`config.mk`:
```
export PLATFORM = sky130hd
export DESIGN_NAME = hazard_scoreboard
export DESIGN_NICKNAME = d
export VERILOG_FILES = /design/src/rtl/hazard_scoreboard.sv
export SDC_FILE = /design/constraint.sdc
export NUM_CORES = 1
export LEC_CHECK = 0
export ABC_AREA = 1
export BUFFER_PORTS_ARGS = -buffer_cell sky130_fd_sc_hd__buf_2
export CORE_ASPECT_RATIO = 0.9
export CORE_MARGIN = 8
export CORE_UTILIZATION = 39
export DETAILED_ROUTE_END_ITERATION = 12
export GPL_ROUTABILITY_DRIVEN = 0
export GPL_TIMING_DRIVEN = 0
export PLACE_DENSITY_LB_ADDON = 0.08
export SLEW_MARGIN = 20
export SYNTH_ARGS = -nofsm -noshare
export SYNTH_HDL_FRONTEND = slang
export SYNTH_SLANG_ARGS = --single-unit
```
`constraint.sdc`:
```
create_clock -name clk -period 1.61 [get_ports clk]
set_input_delay 0.322 -clock clk [delete_from_list [all_inputs] [get_ports clk]]
set_output_delay 0.322 -clock clk [all_outputs]
set_load 0.01 [all_outputs]
```
`src/rtl/hazard_scoreboard.sv`:
```
// Producer-side hazard control for the 5-stage rv32i pipeline: load-use stall/bubble, data-memory freeze, decode squash.
// Optional performance counters are built when HAZARD_PERF_EN is defined.
module hazard_scoreboard #(
    parameter int LOAD_USE_BUBBLES = 1,
    parameter int PERF_W           = 32
) (
    input  logic              clk,
    input  logic              rst,
    input  logic              dec_valid,
    input  logic [4:0]        dec_rs1,
    input  logic [4:0]        dec_rs2,
    input  logic [4:0]        dec_rd,
    input  logic              dec_uses_rs1,
    input  logic              dec_uses_rs2,
    input  logic              dec_load_regfile,
    input  logic              dec_is_load,
    input  logic              dmem_req,
    input  logic              dmem_resp,
    input  logic              flush,
    output logic              stall_if_id,
    output logic              bubble_ex,
    output logic              freeze_all,
    output logic [PERF_W-1:0] stall_cycles,
    output logic [PERF_W-1:0] bubble_count
);

    typedef struct packed {
        logic       valid;
        logic [4:0] rd;
        logic       wr;
        logic       ld;
    } entry_t;

    typedef enum logic {
        RUN      = 1'b0,
        MEM_WAIT = 1'b1
    } state_t;

    // Stages a load result is still too young to be forwarded from: bit0=ex, bit1=mem, bit2=wb.
    localparam logic [2:0] LU_MASK = (LOAD_USE_BUBBLES >= 2) ? 3'b011 : 3'b001;

    state_t state_q, state_d;
    entry_t ex_q, mem_q, wb_q;
    entry_t ex_d, dec_e;
    logic   flush_pending_q, flush_pending_d;
    logic   eff_flush;
    logic   load_use;

    function automatic logic load_hit(
        input entry_t     e,
        input logic       en,
        input logic       u1,
        input logic [4:0] rs1,
        input logic       u2,
        input logic [4:0] rs2
    );
        load_hit = en && e.valid && e.wr && e.ld &&
                   ((u1 && (rs1 == e.rd)) || (u2 && (rs2 == e.rd)));
    endfunction

    always_comb begin
        state_d    = state_q;
        freeze_all = 1'b0;
        case (state_q)
            RUN: begin
                freeze_all = dmem_req && !dmem_resp;
                if (dmem_req && !dmem_resp) state_d = MEM_WAIT;
            end
            MEM_WAIT: begin
                freeze_all = !dmem_resp;
                if (dmem_resp) state_d = RUN;
            end
            default: state_d = RUN;
        endcase
    end

    always_comb begin
        eff_flush = (flush || flush_pending_q) && !freeze_all;
        load_use  = dec_valid &&
                    (load_hit(ex_q,  LU_MASK[0], dec_uses_rs1, dec_rs1, dec_uses_rs2, dec_rs2) ||
                     load_hit(mem_q, LU_MASK[1], dec_uses_rs1, dec_rs1, dec_uses_rs2, dec_rs2) ||
                     load_hit(wb_q,  LU_MASK[2], dec_uses_rs1, dec_rs1, dec_uses_rs2, dec_rs2));
        stall_if_id = !freeze_all && !eff_flush && load_use;
        bubble_ex   = !freeze_all && !eff_flush && load_use;

        // A flush seen while frozen is remembered until the pipeline can actually move.
        flush_pending_d = flush_pending_q;
        if (freeze_all) begin
            if (flush) flush_pending_d = 1'b1;
        end else begin
            flush_pending_d = 1'b0;
        end

        dec_e.valid = 1'b1;
        dec_e.rd    = dec_rd;
        dec_e.wr    = dec_load_regfile && (dec_rd != 5'd0);
        dec_e.ld    = dec_is_load;
        if (bubble_ex || eff_flush || !dec_valid) ex_d = '0;
        else                                      ex_d = dec_e;
    end

    always_ff @(posedge clk) begin
        if (rst) begin
            state_q         <= RUN;
            flush_pending_q <= 1'b0;
            ex_q            <= '0;
            mem_q           <= '0;
            wb_q            <= '0;
        end else begin
            state_q         <= state_d;
            flush_pending_q <= flush_pending_d;
            if (!freeze_all) begin
                wb_q  <= mem_q;
                mem_q <= ex_q;
                ex_q  <= ex_d;
            end
        end
    end

`ifdef HAZARD_PERF_EN
    localparam logic [PERF_W-1:0] PERF_ONE = {{(PERF_W-1){1'b0}}, 1'b1};

    logic [PERF_W-1:0] stall_cycles_q, bubble_count_q;

    // Saturating counters: they stick at all-ones rather than wrapping.
    always_ff @(posedge clk) begin
        if (rst) begin
            stall_cycles_q <= '0;
            bubble_count_q <= '0;
        end else begin
            if ((freeze_all || stall_if_id) && (stall_cycles_q != '1))
                stall_cycles_q <= stall_cycles_q + PERF_ONE;
            if (bubble_ex && (bubble_count_q != '1))
                bubble_count_q <= bubble_count_q + PERF_ONE;
        end
    end

    assign stall_cycles = stall_cycles_q;
    assign bubble_count = bubble_count_q;
`else
    assign stall_cycles = '0;
    assign bubble_count = '0;
`endif

endmodule
```
==> impl_metrics.env <==
export IMPL_placed_cell_area_um2=1530
export IMPL_ant_nets=0
export IMPL_grt_antenna_before_repair=0
export IMPL_intPower_mw=0.538
export IMPL_grt_max_degree=10
export IMPL_wl_um=2390
export IMPL_die_area_um2=4820
export IMPL_syn_avg_cell_area_um2=6.58
export IMPL_grtUsageMet1_pct=8.90
export IMPL_clock_path_buffers=2
export IMPL_detail_route_first_pass_iterations=4
export IMPL_synth_area_leader_cell="buf_4"
export IMPL_layout_cells_non_filler=305
export IMPL_numCtsBuffers=3
export IMPL_post_place_cells=299
export IMPL_synth_cell_type_count=16
export IMPL_end_kind="primary output"
export IMPL_synth_simple_area_share_pct=29.9
export IMPL_worstSetupPathType="reg2out"
export IMPL_synthMuxAreaShare_pct=0
export IMPL_rsz0062_at_grt="true"
export IMPL_p_comb_share_pct=37.2
export IMPL_ys_warn_count=0
export IMPL_period_needed_ns=1.66
export IMPL_pwr_share_clk_pct=29.2
export IMPL_cp_arrival_ns=1.34
export IMPL_first_global_vias=899
export IMPL_initial_core_util_pct=40.8
export IMPL_p_switching_mw=0.237
export IMPL_critical_path_slowest_cell="dfxtp_4"
export IMPL_vias_per_cell=3.19
export IMPL_drv_cap=0
export IMPL_port_buffers=27
export IMPL_hold_buffers=0
export IMPL_synthTopCellsByCount="buf_4, nand2_1, inv_1"
export IMPL_power_density_nw_per_um2=479
export IMPL_clk_pin_slew_ns=0.07
export IMPL_final_cell_area_um2=1620
export IMPL_busiest_layer="met2"
export IMPL_min_from="dec_is_load"
export IMPL_startpoint="ex_q[5]$_SDFFE_PP0P_"
export IMPL_syn_area_um2=1110
export IMPL_fmax_mhz=601
export IMPL_fin_total_pwr_mw=0.775
export IMPL_r2r_end="ex_q[5]$_SDFFE_PP0P_"
export IMPL_synth_edff_count=0
export IMPL_setup_slack_ns=-0.0541
export IMPL_vias=972
export IMPL_p_seq_share_pct=33.6
export IMPL_dieWidth_um=72.3
export IMPL_crit_buf_inv=4
export IMPL_synth_compound_area_share_pct=2.14
export IMPL_hold_viol_final=0
export IMPL_grt_use_met3_pct=7.20
export IMPL_cts_tree="built"
export IMPL_crit_family="simple AND/OR/NAND/NOR gates"
export IMPL_fin_skew_ns=0.00355
export IMPL_yosysMostFrequentCell="buf_4"
export IMPL_track_usage_pct=9.29
export IMPL_dpl_worst_slack_ns=0.0467
export IMPL_grt_pass1_wl_um=3660
export IMPL_cts_htree_levels=1
export IMPL_overflow=0
export IMPL_max_stage_delay_ns=0.37
export IMPL_holdWs_ns=0.278
export IMPL_clk_latency_ns=0.27
export IMPL_core_um2=2730
export IMPL_ys_flop_type="dfxtp_1"
export IMPL_whs_endpoint="ex_q[0]$_SDFFE_PP0P_"
export IMPL_antenna_cells=0
export IMPL_synthXorXnorAreaFrac_pct=0
export IMPL_violations="setup timing"
export IMPL_start_kind="flop"
export IMPL_rows=18
export IMPL_final_nets=291
export IMPL_timing_rr_start="ex_q[5]$_SDFFE_PP0P_"
export IMPL_drtIter0Drc=12
export IMPL_slew_viol_final=0
export IMPL_drt_drc_violations_left=0
export IMPL_worstPathMaxFanout=4
export IMPL_synth_seq_cells=10
export IMPL_cts_root_buffer="clkbuf_4"
export IMPL_holdPathStages=3
export IMPL_synthTopCellsByArea="buf_4, dfxtp_1, nand2_1"
export IMPL_drive_above_1_share_pct=45.3
export IMPL_syn_instance_count=169
export IMPL_fin_crit_sh_pct=103
export IMPL_hold_class="in2reg"
export IMPL_worstPathRequired_ns=1.29
export IMPL_p_leak_nw=1.07
export IMPL_synth_top_area_share_pct=43.9
export IMPL_r2r_slack_ns=0.39
export IMPL_power_share_switching_pct=30.6
export IMPL_synth_adder_area_share_pct=0
export IMPL_die_h_um=66.7
export IMPL_async_flop_share_pct=0
export IMPL_setup_violations=2
export IMPL_area_growth_pct=45.6
export IMPL_io_pins=92
export IMPL_wl_per_cell_um=7.82
export IMPL_outcome="complete, but fails checks"
export IMPL_reg2reg_depth=10
export IMPL_ys_seq_area_share_pct=18.0
export IMPL_crit_path_cell_trace="inv_2, nand2_1, nand2_1, nor2_2, nand3_2, nand2_2, nand2_4, inv_2, buf_6, buf_6"
export IMPL_ir_drop_mv=0.452
export IMPL_met2_usage_pct=15.8
export IMPL_clock_sinks=10
export IMPL_synth_top_family_by_area="buffers and inverters"
export IMPL_hpwl_um=2160
-- registers in the layout, summed over array words and instances, names as in the netlist --
| register | flops |
|---|---|
| flush_pending_q | 1 |
| ex_q | 8 |
| state_q | 1 |
-- routing by layer --
metal | vias up | wire length [um]
met5 | - | 0
met4 | 0 | 0
met3 | 0 | 412
met2 | 51 | 1090
met1 | 354 | 882
li1 | 567 | -
-- area by class of cell --
type                       count  area [um^2]
sequential                    10          211
clock buffer                   4         36.3
timing repair buffer          29          156
inverter                      17         63.8
fill                         284         1110
multi-input combinational    140          609
buffer                        65          492
tap                           40         50.0
-- timing repair --
item                                    in CTS  in global routing
setup buffers                                2                  0
resized for setup                            9                  6
pin swaps                                    6                  4
endpoints found under the setup margin       2                  2
hold endpoints to repair                     0                  0
-- worst register-to-register path: cells and delay by family, from the launching register on --
family	cells	cell delay, ns
flops	1	0.37
buf+inv	2	0.20
simple gates	8	0.56
-- cells in the final DEF, fill, tap and decap left out --
cell	synthesis	layout
buf_4	65	66
conb_1	1	64
nand2_1	46	45
buf_2	0	26
inv_1	13	11
nor2_1	11	9
nand3_1	10	9
inv_2	4	6
dfxtp_1	10	5
nor2_2	1	3
clkbuf_4	0	3
dfxtp_2	0	3
nand2_2	1	2
nor2_4	2	2
buf_6	0	2
dfxtp_4	0	2
nand3_2	0	1
o21bai_4	1	1
nand3_4	1	1
nand2_4	1	1
o21ai_0	1	1
nor3_1	1	1
clkbuf_8	0	1
-- worst max path at each step --
stage | endpoint | slack, ns | cells past startpoint
3_5_place_dp | stall_if_id | 0.05 | 8
4_1_cts | stall_if_id | -0.07 | 10
3_3_place_gp | stall_if_id | 0.05 | 8
6_report | stall_if_id | -0.05 | 10
5_1_grt | stall_if_id | -0.16 | 10
2_1_floorplan | stall_if_id | 0.23 | 6
-- power groups by stage --
stage | Clock, mW | Combinational [mW] | Sequential, mW
final | 0.227 | 0.288 | 0.260
after global routing | 0.250 | 0.322 | 0.262
after CTS | 0.235 | 0.274 | 0.263
after detailed placement | 0 | 0.273 | 0.268
after global placement | 0 | 0.272 | 0.268
after floorplan | 0 | 0.230 | 0.266
-- logic make-up (layout without fill, tap and decap cells) --
logic type,Yosys count,after routing
compound gates,2,2
simple gates,74,74
buf+inv,82,115
flops,10,10
other cells,1,64
-- through the flow --
| step | utilization (%) | TNS (ns) |
|---|---|---|
| 4_1_cts | 58.8 | -0.0964 |
| 5_1_grt | 59.4 | -0.271 |
| 6_report | 59.4 | -0.0606 |
| 3_3_place_gp | 56.3 | 0 |
| 2_1_floorplan | - | 0 |
| 3_5_place_dp | 56.3 | 0 |
Power figures use the tool's default switching activity.
